**src/rtl/instr_assembler.sv**
```systemverilog
`default_nettype none
// ============================================================================
// Module      : instr_assembler
// Description : Packs MIPS R/I/J field tuples into 32-bit instruction words
//               and writes them to consecutive instruction-memory byte
//               addresses. Acts as the program loader that fills instruction
//               memory before the CPU is released from reset.
// Ports       : clk, rst             - clock, synchronous active-high reset
//               start, base_addr,
//               word_count           - load command (sampled in IDLE only)
//               in_valid / in_ready  - field-tuple handshake
//               fmt, opcode, rs, rt,
//               rd, shamt, func,
//               imme16, imme26       - instruction fields (fmt 0=R 1=I 2=J)
//               mem_we / mem_ready   - write handshake, held until accepted
//               mem_addr, mem_wdata  - write byte address and packed word
//               busy, done, err      - status (done is a 1-cycle pulse,
//                                      err is sticky for an illegal fmt)
// Revision    : 1.0 - initial release
// ============================================================================
module instr_assembler #(
    parameter int ADDR_W  = 32,
    parameter int COUNT_W = 10
) (
    input  logic               clk,
    input  logic               rst,
    input  logic               start,
    input  logic [ADDR_W-1:0]  base_addr,
    input  logic [COUNT_W-1:0] word_count,
    input  logic               in_valid,
    output logic               in_ready,
    input  logic [1:0]         fmt,
    input  logic [5:0]         opcode,
    input  logic [4:0]         rs,
    input  logic [4:0]         rt,
    input  logic [4:0]         rd,
    input  logic [4:0]         shamt,
    input  logic [5:0]         func,
    input  logic [15:0]        imme16,
    input  logic [25:0]        imme26,
    output logic               mem_we,
    input  logic               mem_ready,
    output logic [ADDR_W-1:0]  mem_addr,
    output logic [31:0]        mem_wdata,
    output logic               busy,
    output logic               done,
    output logic               err
);

    localparam logic [1:0] c_idle = 2'd0;
    localparam logic [1:0] c_run  = 2'd1;
    localparam logic [1:0] c_done = 2'd2;

    localparam logic [1:0] c_fmt_r = 2'd0;
    localparam logic [1:0] c_fmt_i = 2'd1;
    localparam logic [1:0] c_fmt_j = 2'd2;

    localparam logic [ADDR_W-1:0]  c_addr_step = ADDR_W'(4);
    localparam logic [COUNT_W-1:0] c_cnt_one   = COUNT_W'(1);

    logic [1:0]         r_state;
    logic [1:0]         w_state_nxt;
    logic [COUNT_W-1:0] r_remaining;
    logic               r_mem_we;
    logic [ADDR_W-1:0]  r_mem_addr;
    logic [31:0]        r_mem_wdata;
    logic               r_err;

    logic               w_write_done;
    logic               w_slot_free;
    logic               w_in_ready;
    logic               w_accept;
    logic               w_legal;
    logic [31:0]        w_packed;

    // The output register can take a new word when it is empty or when the
    // word it holds is being written this cycle.
    assign w_write_done = r_mem_we & mem_ready;
    assign w_slot_free  = ~r_mem_we | mem_ready;
    assign w_in_ready   = (r_state == c_run) && (r_remaining != '0) && w_slot_free;
    assign w_accept     = in_valid & w_in_ready;
    assign w_legal      = (fmt != 2'd3);

    always_comb begin
        w_packed = 32'd0;
        case (fmt)
            c_fmt_r: w_packed = {opcode, rs, rt, rd, shamt, func};
            c_fmt_i: w_packed = {opcode, rs, rt, imme16};
            c_fmt_j: w_packed = {opcode, imme26};
            default: w_packed = 32'd0;
        endcase
    end

    always_ff @(posedge clk) begin
        if (rst) begin
            r_state <= c_idle;
        end else begin
            r_state <= w_state_nxt;
        end
    end

    // RUN finishes only once the final word has left the output register.
    always_comb begin
        w_state_nxt = r_state;
        case (r_state)
            c_idle: begin
                if (start) begin
                    w_state_nxt = (word_count == '0) ? c_done : c_run;
                end
            end
            c_run: begin
                if ((r_remaining == '0) && !r_mem_we) begin
                    w_state_nxt = c_done;
                end
            end
            c_done:  w_state_nxt = c_idle;
            default: w_state_nxt = c_idle;
        endcase
    end

    always_ff @(posedge clk) begin
        if (rst) begin
            r_remaining <= '0;
            r_mem_we    <= 1'b0;
            r_mem_addr  <= '0;
            r_mem_wdata <= 32'd0;
            r_err       <= 1'b0;
        end else if ((r_state == c_idle) && start) begin
            r_remaining <= word_count;
            r_mem_addr  <= base_addr;
            r_err       <= 1'b0;
        end else begin
            if (w_accept && !w_legal) begin
                r_err <= 1'b1;
            end
            if (w_accept && w_legal) begin
                r_mem_we    <= 1'b1;
                r_mem_wdata <= w_packed;
                r_remaining <= r_remaining - c_cnt_one;
            end else if (w_write_done) begin
                r_mem_we <= 1'b0;
            end
            // The address register always points at the word being (or next
            // to be) written, so it advances only when a write completes.
            if (w_write_done) begin
                r_mem_addr <= r_mem_addr + c_addr_step;
            end
        end
    end

    assign in_ready  = w_in_ready;
    assign mem_we    = r_mem_we;
    assign mem_addr  = r_mem_addr;
    assign mem_wdata = r_mem_wdata;
    assign busy      = (r_state != c_idle);
    assign done      = (r_state == c_done);
    assign err       = r_err;

endmodule
`default_nettype wire
```
**config.mk**
```make
export PLATFORM = sky130hd
export DESIGN_NAME = instr_assembler
export DESIGN_NICKNAME = d
export VERILOG_FILES = /design/src/rtl/instr_assembler.sv
export SDC_FILE = /design/constraint.sdc
export NUM_CORES = 1
export LEC_CHECK = 0
export BUFFER_PORTS_ARGS = -buffer_cell sky130_fd_sc_hd__buf_2
export CORE_ASPECT_RATIO = 0.8
export CORE_MARGIN = 2
export CORE_UTILIZATION = 30
export DETAILED_ROUTE_END_ITERATION = 10
export PLACE_DENSITY = 0.66
export SLEW_MARGIN = 20
export SYNTH_ARGS = -nofsm -noshare
export SYNTH_HDL_FRONTEND = slang
export SYNTH_SLANG_ARGS = --single-unit
```
**constraint.sdc**
```tcl
create_clock -name clk -period 2.3 [get_ports clk]
set_input_delay 0.115 -clock clk [delete_from_list [all_inputs] [get_ports clk]]
set_output_delay 0.115 -clock clk [all_outputs]
set_load 0.05 [all_outputs]
```
-- Word level (Yosys, flattened, before mapping)
Index checks and enable logic that the tools add are counted.
- bits in registers: 78
- bits of input ports: 123
- output and inout port bits: 69
- word-level logic and storage cells: 52
- add/sub/neg operators: 2
- equal/unequal tests: 7
- multiplexer cells: 11
- bitwise logic cells: 5
- reduce and logical (&&, ||, !) cells: 21
- operator list (operator ; number):
    $pmux 32 s3 ; 1
    $mux 32 ; 2
    $add 32x3->32 const B ; 1
    $logic_not 10->1 ; 2
    $mux 10 ; 2
    $reduce_bool 10->1 ; 1
    $sub 10x1->10 const B ; 1
    $reduce_bool 2->1 ; 4
    $logic_and 1x1->1 ; 6
    $mux 2 ; 3
    $reduce_and 2->1 ; 3
    $eq 2x1->1 const B ; 2
    $eq 2x2->1 const B ; 2
    $logic_not 2->1 ; 2
    $ne 2x2->1 const B ; 2
    $pmux 2 s2 ; 1
    $and 1x1->1 ; 2
    $logic_not 1->1 ; 2
    $mux 1 ; 2
    $ne 2x1->1 const B ; 1
    $not 1->1 ; 2
    $reduce_or 2->1 ; 1
    $or 1x1->1 ; 1

-- Depth between registers and ports, before layout
- depth in word-level cells: 7
- gate-level depth with buffers: 8

-- Worst setup path before layout
No wires, ideal clock.
- kind: register to output
- start: reg r_remaining[0]
- end: out in_ready
- arrival: 2.183 ns
- setup slack: 0.002 ns
- stages on the path, launching flop included: 7
- buffers on the path: 1
- cell sequence: dfxtp_1 -> inv_1 -> ha_1 -> or4b_1 -> nor3_2 -> clkbuf_1 -> nor3_1
- longest elaborated chain between the ends: 3
- RTL lines (element ; RTL line ; source):
    start: declaration ; 63 ; logic [COUNT_W-1:0] r_remaining;
    start signal: assignment ; 129 ; r_remaining <= word_count;
    start signal: assignment ; 139 ; r_remaining <= r_remaining - c_cnt_one;
    $reduce_bool 10->1 ; 80 ; assign w_in_ready = (r_state == c_run) && (r_remaining != '0) && w_slot_free;
    $logic_and 1x1->1 (2 in a row) ; 80 ;
    end: declaration ; 31 ; output logic in_ready,
No other way between the ends.

-- Worst setup path in the final report
- start: reg r_remaining[0]
- end: reg r_remaining[2]
- longest elaborated chain between the ends: 6
- elaborated cells between the ends (all ways): 9
- RTL lines (element):
    branches (longest 6 deep; another with $sub 10x1->10)
Several ways; the timed one is not identified. The select of a mux whose other input is x is not followed.
A chain may end at the register's enable or synchronous reset.

==> flow_summary_export.csv <==
group,metric,value,unit
timing,relSlewSlack,0.358,
clocking,cts_buffers,9,
floorplanning,core,0.0136,mm^2
global_route,antenna_found_initial,0,
global_route,grt_pass1_vias,4255,
status,status,"complete, no violations",
logic_synthesis,netlist_instances,529,
timing,finalSetupViolCount,0,
worst_setup_path,worstRegToRegCells,7,
worst_setup_path,crit_required,2.49,ns
finish,final_layout_size_suffix_gt1_frac,0.337,
routing,post-route-drc-count,0,
worst_hold_path,hp-class,"in -> reg",
finish,nets,831,
global_route,grt_pass1_wl,20700,um
finish,mostFrequentLayoutCells,"buf_2 (191), dfxtp_1 (78), a21oi_1 (63)",
timing,drv_slew,0,
logic_synthesis,syn_nets,655,
timing,fmax,462,MHz
logic_synthesis,synth_top_area_frac,0.369,
floorplanning,die_y,110,um
clocking,cts_root_buf,"clkbuf_16",
clocking,worstSkewPairLatency,0.33,ns
logic_synthesis,synth.distinct_cells,45,
routing,wirelength,13000,um
worst_hold_path,holdPathStages,3,
timing,tightest_slew,0.961,ns
floorplanning,die_area,0.0151,mm^2
worst_setup_path,crit_path_start_kind,"register",
routing,avgViaCountPerCell,5.24,
routing,dr_wl_met2,5740,um
place,gp_congestion,0.823,
routing,dr.pass1.iters,5,
worst_setup_path,endpoint_kind,"register",
logic_synthesis,seq_area_frac_synth,0.369,
worst_hold_path,hold-path-endpoint,"mem_addr[1]",
place,dp_hpwl,9650,um
worst_setup_path,ff2ff_setup_slack,0.14,ns
timing,whs,0.0224,ns
timing,fin_skew,0.00813,ns
logic_synthesis,synthArstFlopShare,0,
logic_synthesis,synthTopCellsByArea,"dfxtp_1 (37%), a21oi_1 (7.5%), a211oi_1 (6.9%)",
floorplanning,rows,38,
floorplanning,die_w,137,um
clocking,cts_sinks,78,
logic_synthesis,synth_edf_count,0,
finish,area_growth,37.0,%
worst_setup_path,worstPathMaxFanout,29,
worst_setup_path,critical_path_class,"reg -> reg",
routing,vias,4654,
worst_setup_path,crit_arrival,2.36,ns
clocking,clkTransAtPathRegs,0.06,ns
worst_hold_path,worst_hold_startpoint,"base_addr[1]",
routing,drt_iter0_drc,247,
timing,period_minus_slack,2.16,ns
logic_synthesis,synth_top_area_cell,"dfxtp_1",
clocking,htreeDepth,3,
power,p_leak,2.45,nW
global_route,grt_start_max_net_pins,37,
worst_setup_path,reg2reg_from,"r_remaining[0]",
routing,wire_per_inst,14.7,um
global_route,track_usage,0.172,
clocking,cts_buffer_depth,2,
global_route,gr-total-overflow,0,
finish,final_common_cell,"buf_2",
logic_synthesis,yosysWarnings,0,
power,peakVddDrop,0.334,mV
timing,grt_setup_unrepaired,"false",
floorplanning,num_io_pins,192,
worst_setup_path,reg2reg_to,"r_remaining[2]",
logic_synthesis,syn_area,0.00423,mm^2
routing,highest_layer,"met4",
timing,finalCritPeriodShare,0.940,
logic_synthesis,synthesis.area_per_instance,8.00,um^2
routing,wl_met1,6070,um
logic_synthesis,ys_ff_latch,78,
power,power_density,795,mW/mm^2
timing,finalSetupTns,0,ns
routing,antenna_left,0,
run,maxCapViolCount,0,
finish,diodes,0,
clocking,cts_tree,"yes",
timing,finalHoldViolCount,0,
finish,final.fill_count,1370,
logic_synthesis,synth_ff_type,"dfxtp_1",
place,portBuffers,191,
routing,wl_met3,1080,um
floorplanning,start_util,0.310,
[power breakdown]
group / switching, mW / leakage (nW) / internal, mW
Combinational: 0.873 / 1.64 / 0.420
Sequential: 0.118 / 0.640 / 1.48
Clock: 0.555 / 0.170 / 1.17
[worst max-delay path by stage]
stage / start / endpoint / slack, ns / cells past startpoint
after CTS: r_remaining[0] / r_remaining[2] / 0.05 / 7
after global placement: r_remaining[0] / mem_wdata[7] / 0.13 / 6
after detailed placement: r_remaining[0] / mem_wdata[7] / 0.06 / 6
after global routing: r_remaining[0] / r_remaining[2] / 0.04 / 7
after floorplan: r_remaining[0] / in_ready / 0.002 / 6
final: r_remaining[0] / r_remaining[2] / 0.14 / 7
[cells in the mapped netlist, drive strengths merged, types with 2 or more instances]
| library cell | instances |
|---|---|
| and3 | 8 |
| ha | 3 |
| nor4 | 7 |
| o211ai | 2 |
| mux2i | 16 |
| or4b | 2 |
| and4 | 6 |
| nand4b | 2 |
| clkbuf | 43 |
| o21bai | 2 |
| xor2 | 10 |
| or3b | 3 |
| a21oi | 63 |
| and2 | 3 |
| or4 | 12 |
| or2 | 2 |
| nor2 | 55 |
| a31oi | 9 |
| inv | 4 |
| nand2 | 27 |
| a311oi | 15 |
| a32oi | 2 |
| o31a | 9 |
| o311ai | 4 |
| or3 | 11 |
| nor2b | 15 |
| nor3 | 7 |
| dfxtp | 78 |
| buf | 7 |
| nand4 | 12 |
| nand3 | 18 |
| o21ai | 15 |
| o31ai | 9 |
| a211oi | 39 |
| nand2b | 3 |
[cell type report]
type,count,area [um^2],area share
clock inverter,4,120,0.0207
multi-input combinational,397,2490,0.430
sequential,78,1560,0.269
clock buffer,11,233,0.0401
timing repair buffer,215,1150,0.199
tap,180,225,0.0389
inverter,4,15.0,0.00259
[repair_timing]
action | CTS | global route
hold buffers | 0 | 0
gates resized for setup | 0 | 3
endpoints found under the setup margin | 0 | 7
setup buffers | 0 | 0
[state kept, by name, indices dropped and copies added (netlist names)]
register / flops
err: 1
mem_addr: 32
mem_wdata: 32
mem_we: 1
r_remaining: 10
r_state: 2
[metrics by stage]
stage	total power [mW]	util	worst slack, ns	cells	area (um^2)
after detailed placement	2.90	0.398	0.0641	874	5430
after floorplan	2.49	-	0.00195	529	4230
final	4.61	0.425	0.137	889	5800
after CTS	4.64	0.423	0.0495	889	5780
after global routing	4.82	0.425	0.0420	889	5800
after global placement	2.89	0.398	0.132	874	5430
[worst max-delay path, cell delays in order (launching register included)]
cell     delay [ns]
dfxtp_1        0.33
inv_1          0.13
ha_1           0.15
or4b_4         0.50
or3_1          0.38
buf_6          0.21
a32oi_1        0.22
a31oi_1        0.10
[kinds of logic (layout without fill, tap and decap cells)]
group,Yosys count,in the layout,share of synthesized area
and+or+nand+nor,195,195,0.247
AOI/OAI and AO/OA,173,173,0.268
DFF,78,78,0.369
buffers and inverters,54,234,0.0488
xor gates and xnor gates,10,10,0.0207
adders and majority gates,3,3,0.00887
muxes,16,16,0.0379
[routing by layer]
| layer | global-route usage | vias to the layer above |
|---|---|---|
| met4 | 0.0521 | 0 |
| li1 | - | 2344 |
| met2 | 0.275 | 208 |
| met1 | 0.230 | 2090 |
| met3 | 0.0421 | 12 |
| met5 | 0 | - |
Note: power is estimated with default switching activity, not from simulation.
